**config.mk**
```make
export PLATFORM = sky130hd
export DESIGN_NAME = tree_sum_accumulator
export DESIGN_NICKNAME = d
export VERILOG_FILES = /design/src/rtl/tree_sum_accumulator_pkg.sv /design/src/rtl/result_fifo.sv /design/src/rtl/tree_sum_accumulator.sv
export SDC_FILE = /design/constraint.sdc
export NUM_CORES = 1
export LEC_CHECK = 0
export CAP_MARGIN = 20
export CORE_MARGIN = 2
export CORE_UTILIZATION = 30
export DETAILED_ROUTE_END_ITERATION = 12
export HOLD_SLACK_MARGIN = 0.03
export PLACE_DENSITY = 0.54
export SYNTH_ARGS = -nofsm -noshare
export SYNTH_HDL_FRONTEND = slang
export SYNTH_HIERARCHICAL = 1
export SYNTH_SLANG_ARGS = --single-unit
```
**constraint.sdc**
```tcl
create_clock -name clk -period 8.9 [get_ports clk]
set_input_delay 1.335 -clock clk [delete_from_list [all_inputs] [get_ports clk]]
set_output_delay 1.335 -clock clk [all_outputs]
set_load 0.05 [all_outputs]
```
**src/rtl/tree_sum_accumulator_pkg.sv**
```systemverilog
// Shared types, default widths and the scale/saturate helper for the
// tree-root accumulator.
package tree_acc_pkg;

   localparam int DEF_IN_WIDTH  = 38;
   localparam int DEF_ACC_WIDTH = 48;
   localparam int DEF_OUT_WIDTH = 32;

   // Side-pipeline tag that travels alongside a chunk through the adder tree.
   typedef struct packed {
      logic valid;
      logic first;
      logic last;
   } tree_tag_t;

   // Scaled/saturated result; value is held at 64 bits so one helper serves
   // any OUT_WIDTH up to 64.
   typedef struct packed {
      logic               sat;
      logic signed [63:0] value;
   } sat_res_t;

   // Arithmetic right shift by scale (rounds toward -inf), then clip to a
   // signed out_w-bit range. sat reports whether clipping happened.
   function automatic sat_res_t sat_shift(input logic signed [63:0] acc,
                                          input int                 scale,
                                          input int                 out_w);
      logic signed [63:0] r;
      logic signed [63:0] hi;
      logic signed [63:0] lo;
      sat_res_t           res;
      r         = acc >>> scale;
      hi        = (64'sd1 <<< (out_w - 1)) - 64'sd1;
      lo        = -hi - 64'sd1;
      res.sat   = 1'b0;
      res.value = r;
      if (r > hi) begin
         res.sat   = 1'b1;
         res.value = hi;
      end else if (r < lo) begin
         res.sat   = 1'b1;
         res.value = lo;
      end
      return res;
   endfunction

endpackage

```
**src/rtl/result_fifo.sv**
```systemverilog
// Synchronous FIFO with a register-array head. The head entry is read
// straight out of the storage array, so it holds while not popped.
module result_fifo #(
   parameter int WIDTH = 33,
   parameter int DEPTH = 8
) (
   input  logic                       clk,
   input  logic                       arst_n,
   input  logic                       i_push,
   input  logic [WIDTH-1:0]           i_data,
   input  logic                       i_pop,
   output logic [WIDTH-1:0]           o_data,
   output logic                       o_valid,
   output logic [$clog2(DEPTH+1)-1:0] o_count
);

   localparam int CW = $clog2(DEPTH + 1);
   localparam int PW = (DEPTH > 1) ? $clog2(DEPTH) : 1;

   logic [WIDTH-1:0] r_mem [DEPTH];
   logic [PW-1:0]    r_wr;
   logic [PW-1:0]    r_rd;
   logic [CW-1:0]    r_count;
   logic             w_pop;
   logic             w_full;

   assign w_pop   = i_pop & (r_count != '0);
   assign w_full  = (r_count == CW'(DEPTH));
   assign o_data  = r_mem[r_rd];
   assign o_valid = (r_count != '0);
   assign o_count = r_count;

   // Storage, pointers and occupancy; simultaneous push and pop keep the count.
   always_ff @(posedge clk or negedge arst_n) begin
      if (!arst_n) begin
         for (int i = 0; i < DEPTH; i++) r_mem[i] <= '0;
         r_wr    <= '0;
         r_rd    <= '0;
         r_count <= '0;
      end else begin
         if (i_push) begin
            r_mem[r_wr] <= i_data;
            r_wr        <= (r_wr == PW'(DEPTH - 1)) ? '0 : r_wr + PW'(1);
         end
         if (w_pop) begin
            r_rd <= (r_rd == PW'(DEPTH - 1)) ? '0 : r_rd + PW'(1);
         end
         case ({i_push, w_pop})
            2'b10:   r_count <= r_count + CW'(1);
            2'b01:   r_count <= r_count - CW'(1);
            default: r_count <= r_count;
         endcase
      end
   end

   // The producer's credit scheme guarantees a free slot for every push.
   a_no_overflow: assert property (@(posedge clk) disable iff (!arst_n)
      !(i_push && w_full && !w_pop));

endmodule

```
**src/rtl/tree_sum_accumulator.sv**
```systemverilog
// Root consumer of a fixed-latency adder tree. A {valid,first,last} side
// pipeline tracks chunks through the tree, the root sums are accumulated per
// result, and finished results are scaled, saturated and queued.
//
// Handshakes: the tree entry transfers a chunk on a cycle where
// in_valid & in_ready; the output transfers the FIFO head on a cycle where
// out_valid & out_ready. in_ready depends on registers only, and
// out_data/out_sat stay stable while out_valid & ~out_ready.
module tree_sum_accumulator
   import tree_acc_pkg::*;
#(
   parameter int IN_WIDTH     = DEF_IN_WIDTH,
   parameter int ACC_WIDTH    = DEF_ACC_WIDTH,
   parameter int OUT_WIDTH    = DEF_OUT_WIDTH,
   parameter int OUT_SCALE    = 0,
   parameter int TREE_LATENCY = 6,
   parameter int OUT_DEPTH    = 8
) (
   input  logic                        clk,
   input  logic                        arst_n_in,
   input  logic                        in_valid,
   input  logic                        in_first,
   input  logic                        in_last,
   output logic                        in_ready,
   input  logic signed [IN_WIDTH-1:0]  sum_in,
   output logic signed [OUT_WIDTH-1:0] out_data,
   output logic                        out_sat,
   output logic                        out_valid,
   input  logic                        out_ready
);

   localparam int CW = $clog2(OUT_DEPTH + 1);
   localparam int PW = $clog2(TREE_LATENCY + 1);

   tree_tag_t                   r_tag [TREE_LATENCY];
   logic signed [ACC_WIDTH-1:0] r_acc;

   tree_tag_t                   w_d;
   logic                        w_accept;
   logic signed [ACC_WIDTH-1:0] w_sum_ext;
   logic signed [ACC_WIDTH-1:0] w_acc_base;
   logic signed [ACC_WIDTH-1:0] w_acc_next;
   logic signed [63:0]          w_acc64;
   sat_res_t                    w_res;
   logic                        w_push;
   logic                        w_pop;
   logic [OUT_WIDTH:0]          w_fifo_din;
   logic [OUT_WIDTH:0]          w_fifo_dout;
   logic [CW-1:0]               w_fifo_count;
   logic [PW-1:0]               w_pend;

   assign w_accept   = in_valid & in_ready;
   assign w_d        = r_tag[TREE_LATENCY-1];
   assign w_sum_ext  = ACC_WIDTH'(sum_in);
   assign w_acc_base = w_d.first ? '0 : r_acc;
   assign w_acc_next = w_acc_base + w_sum_ext;
   assign w_acc64    = 64'(w_acc_next);
   assign w_res      = sat_shift(w_acc64, OUT_SCALE, OUT_WIDTH);
   assign w_push     = w_d.valid & w_d.last;
   assign w_fifo_din = {w_res.sat, w_res.value[OUT_WIDTH-1:0]};
   assign w_pop      = out_valid & out_ready;
   assign out_data   = w_fifo_dout[OUT_WIDTH-1:0];
   assign out_sat    = w_fifo_dout[OUT_WIDTH];

   // Side pipeline: always shifts; a refused in_valid enters as an empty slot.
   always_ff @(posedge clk or negedge arst_n_in) begin
      if (!arst_n_in) begin
         for (int i = 0; i < TREE_LATENCY; i++) r_tag[i] <= '0;
      end else begin
         r_tag[0] <= tree_tag_t'{w_accept, in_first & w_accept, in_last & w_accept};
         for (int i = 1; i < TREE_LATENCY; i++) r_tag[i] <= r_tag[i-1];
      end
   end

   // Accumulator: restart on a first beat, otherwise add onto the running sum.
   always_ff @(posedge clk or negedge arst_n_in) begin
      if (!arst_n_in) begin
         r_acc <= '0;
      end else if (w_d.valid) begin
         r_acc <= w_acc_next;
      end
   end

   // Results still inside the tree already own a FIFO slot.
   always_comb begin
      w_pend = '0;
      for (int i = 0; i < TREE_LATENCY; i++) begin
         if (r_tag[i].valid && r_tag[i].last) w_pend = w_pend + PW'(1);
      end
   end

   assign in_ready = (32'(w_fifo_count) + 32'(w_pend)) < 32'(OUT_DEPTH - 1);

   result_fifo #(
      .WIDTH (OUT_WIDTH + 1),
      .DEPTH (OUT_DEPTH)
   ) u_result_fifo (
      .clk     (clk),
      .arst_n  (arst_n_in),
      .i_push  (w_push),
      .i_data  (w_fifo_din),
      .i_pop   (w_pop),
      .o_data  (w_fifo_dout),
      .o_valid (out_valid),
      .o_count (w_fifo_count)
   );

   // The saturated value must be representable in OUT_WIDTH bits.
   a_res_fits: assert property (@(posedge clk) disable iff (!arst_n_in)
      w_push |-> (w_res.value == 64'(signed'(w_res.value[OUT_WIDTH-1:0]))));

endmodule
```
==> metrics <==
initial core utilization 30.3%; Final min period 6.50 ns; register area share after synthesis 43.5%; CTS Sinks 340; Post-CTS Repair Setup Buffers 0; Detailed Routing Iterations Pass 1 5; XOR/XNOR Fraction of Synth Area 2.06%; Tot GR Track Use 15.8%; Final TNS setup 0 ns; CP endpoint kind output pin; crit path max fanout 4; post-synthesis simple-gate area fraction 10.9%; Max-cap violations 0; vias in the first global route 13.9k; Final Skew 0.0258 ns; Reg clk slew, reported paths 0.06 ns; DP Wirelength 35100 um; pin slew with the least headroom to its limit 1.12 ns; Hold Crit Class register to register; Slew HR 25.4%; Adder-Cell Fraction of Synth Area 4.17%; kind of critical path register to output pin; RSZ-0062 raised after global routing no; r2r worst-path depth 14; CTS max path bufs 3; Routed Antenna Nets 0; Reg area 8520 sq um; post-synthesis compound-gate area fraction 7.73%; Core Box Area 64500 sq um; WP data required 7.57 ns; multi-input logic area 10400 sq um; FILL cells 6376; Worst-Skew Late Latency 0.57 ns; number of setup violations in the final report 0; post-cts resize count 0; CTS buffer count 41; largest family of logic cells by synthesized area multiplexers; most common cell in the netlist dfrtp_1; Hold Vio Cnt, Final 0; Yosys top cell area share 43.5%; CTS tree done; initial antenna violation count 1; status finished clean; drt total wl 53100 um; Rows 93; synth top area cells dfrtp_1 (44%), mux2_2 (19%), mux4_2 (7.6%); ys async rst share 100%; syn nets 1707; Slew Viols, Final 0; Hold Path Depth 0; Hold-fix buffers, CTS 0; Area growth syn-to-layout 14.7%; nets@finish 1752; Post-synth EDFFs 0; H-tree levels 2; share of layout cells above drive strength 1 32.9%; Final GP Congestion 0.883; synthesis-stage register bit count 340; CTS root buf clkbuf_16; post-DR vias/cell 5.30; DR WL/cell 21.0 um; Die X 259 um; # placed instances 2456; Finished Layout Cells 2529; Startpoint Class register; gate count of the mapped netlist 1599; DR iter-0 viols 793; worst path arrival time 5.16 ns; Achievable Freq 154 MHz; chip height 259 um; global-route wire length before repair 82900 um; vias 13.4k; post-synthesis mux area share 28.3%; IO Count 79; synth unique cells 84; drc violations 0; die area 67300 sq um; r2r setup slk 3.00 ns; Post-Syn Area 19600 sq um; commonest cells in the synthesized netlist dfrtp_1 (340), mux2_2 (323), nand2_1 (90), a21oi_1 (66), mux4_2 (66); Period Utilization, post-route 73.0%; largest net degree at the start of global routing 91; top cell type by total area after synthesis dfrtp_1; Most used DFF post-synth dfrtp_1; Avg Synthesized Cell Area 12.2 sq um; IO Port Bufs 78; Synthesis Warnings 6; remaining global-route overflow 0
## registers in the layout, summed over array words and instances, names as in the netlist
register and flops:
r_acc 48, r_tag 18, u_result_fifo/o_count 4, u_result_fifo/r_mem 264, u_result_fifo/r_rd 3, u_result_fifo/r_wr 3
## worst max-delay path: stages (launching register included)
cell,delay (ns)
dfrtp_1,0.35
nand2_1,0.08
ha_1,0.33
xnor2_1,0.26
ha_1,0.28
mux2_2,0.27
ha_1,0.28
mux2_2,0.27
ha_1,0.27
mux2_2,0.16
inv_1,0.05
fa_1,0.49
nand2b_1,0.15
o21ai_0,0.12
a21oi_1,0.16
a21oi_1,0.05
nor2_1,0.19
clkdlybuf4s50_1,0.85
## through the flow
step | utilization, % | hold slack [ns] | setup slack, ns | instance area (sq um)
floorplan | - | 0.331 | 3.54 | 19600
global placement | 32.7 | 0.334 | 1.67 | 21100
detailed placement | 32.7 | 0.336 | 2.15 | 21100
CTS | 34.8 | 0.350 | 2.32 | 22400
global route | 34.8 | 0.357 | 2.02 | 22400
finish | 34.8 | 0.345 | 2.40 | 22400
## cell type report
cell class / instances / area share [%]
clock inverters: 16 / 0.881
clock buffers: 56 / 5.14
inverters: 29 / 0.485
diodes: 1 / 0.0112
well taps: 855 / 4.77
multi-input cells: 1130 / 46.4
flip-flops and latches: 340 / 38.0
repair buffers: 102 / 4.34
## metal layers
layer	share of wire, %	wire length, um	GRT usage [%]	vias up
met3	4.3	2300	2.65	82
met5	0	0	0	-
met2	47	24800	25.7	285
met4	3.1	1630	5.22	0
li1	-	-	-	6048
met1	46	24300	21.4	6981
## cell families (layout without fill, tap and decap cells)
kind of cell / Yosys count / after routing
buffers and inverters: 129 / 203
XOR/XNOR: 46 / 46
adder cells (fa/ha/maj): 64 / 64
multiplexers: 421 / 421
other: 0 / 1
AND/OR/NAND/NOR: 376 / 376
flip-flops: 340 / 340
AO/OA/AOI/OAI: 223 / 223
## layout by cell type, fill, tap and decap left out, types with 9 or more instances in the layout
master and n:
ha_1 62, clkbuf_1 9, a21oi_1 66, dfrtp_1 336, inv_1 28, clkbuf_16 42, buf_4 23, xor2_1 18
nor2b_1 50, clkdlybuf4s50_1 77, a21o_1 17, nand3_1 18, a31oi_1 9, nor2_1 60, nand4_1 52, xnor2_1 27
o21ai_0 35, nor3_1 16, mux2_4 16, and2_1 13, mux2_1 9, mux4_2 66, mux2_2 323, nand2_1 90
nand3_2 20
## path summary, 6_finish.rpt
path,from,endpoint
max,r_tag[15]$_DFF_PN0_,in_ready
min,r_tag[4]$_DFF_PN0_,r_tag[1]$_DFF_PN0_
max reg2reg,r_tag[1]$_DFF_PN0_,u_result_fifo/r_mem[193]$_DFFE_PN0P_
min reg2reg,r_tag[4]$_DFF_PN0_,r_tag[1]$_DFF_PN0_
max in group asynchronous,arst_n_in,u_result_fifo/r_mem[241]$_DFFE_PN0P_
min in group asynchronous,arst_n_in,r_tag[13]$_DFF_PN0_
Power is not shown: default switching activity piles up to over one toggle a cycle in this logic, so the estimate is an artifact.
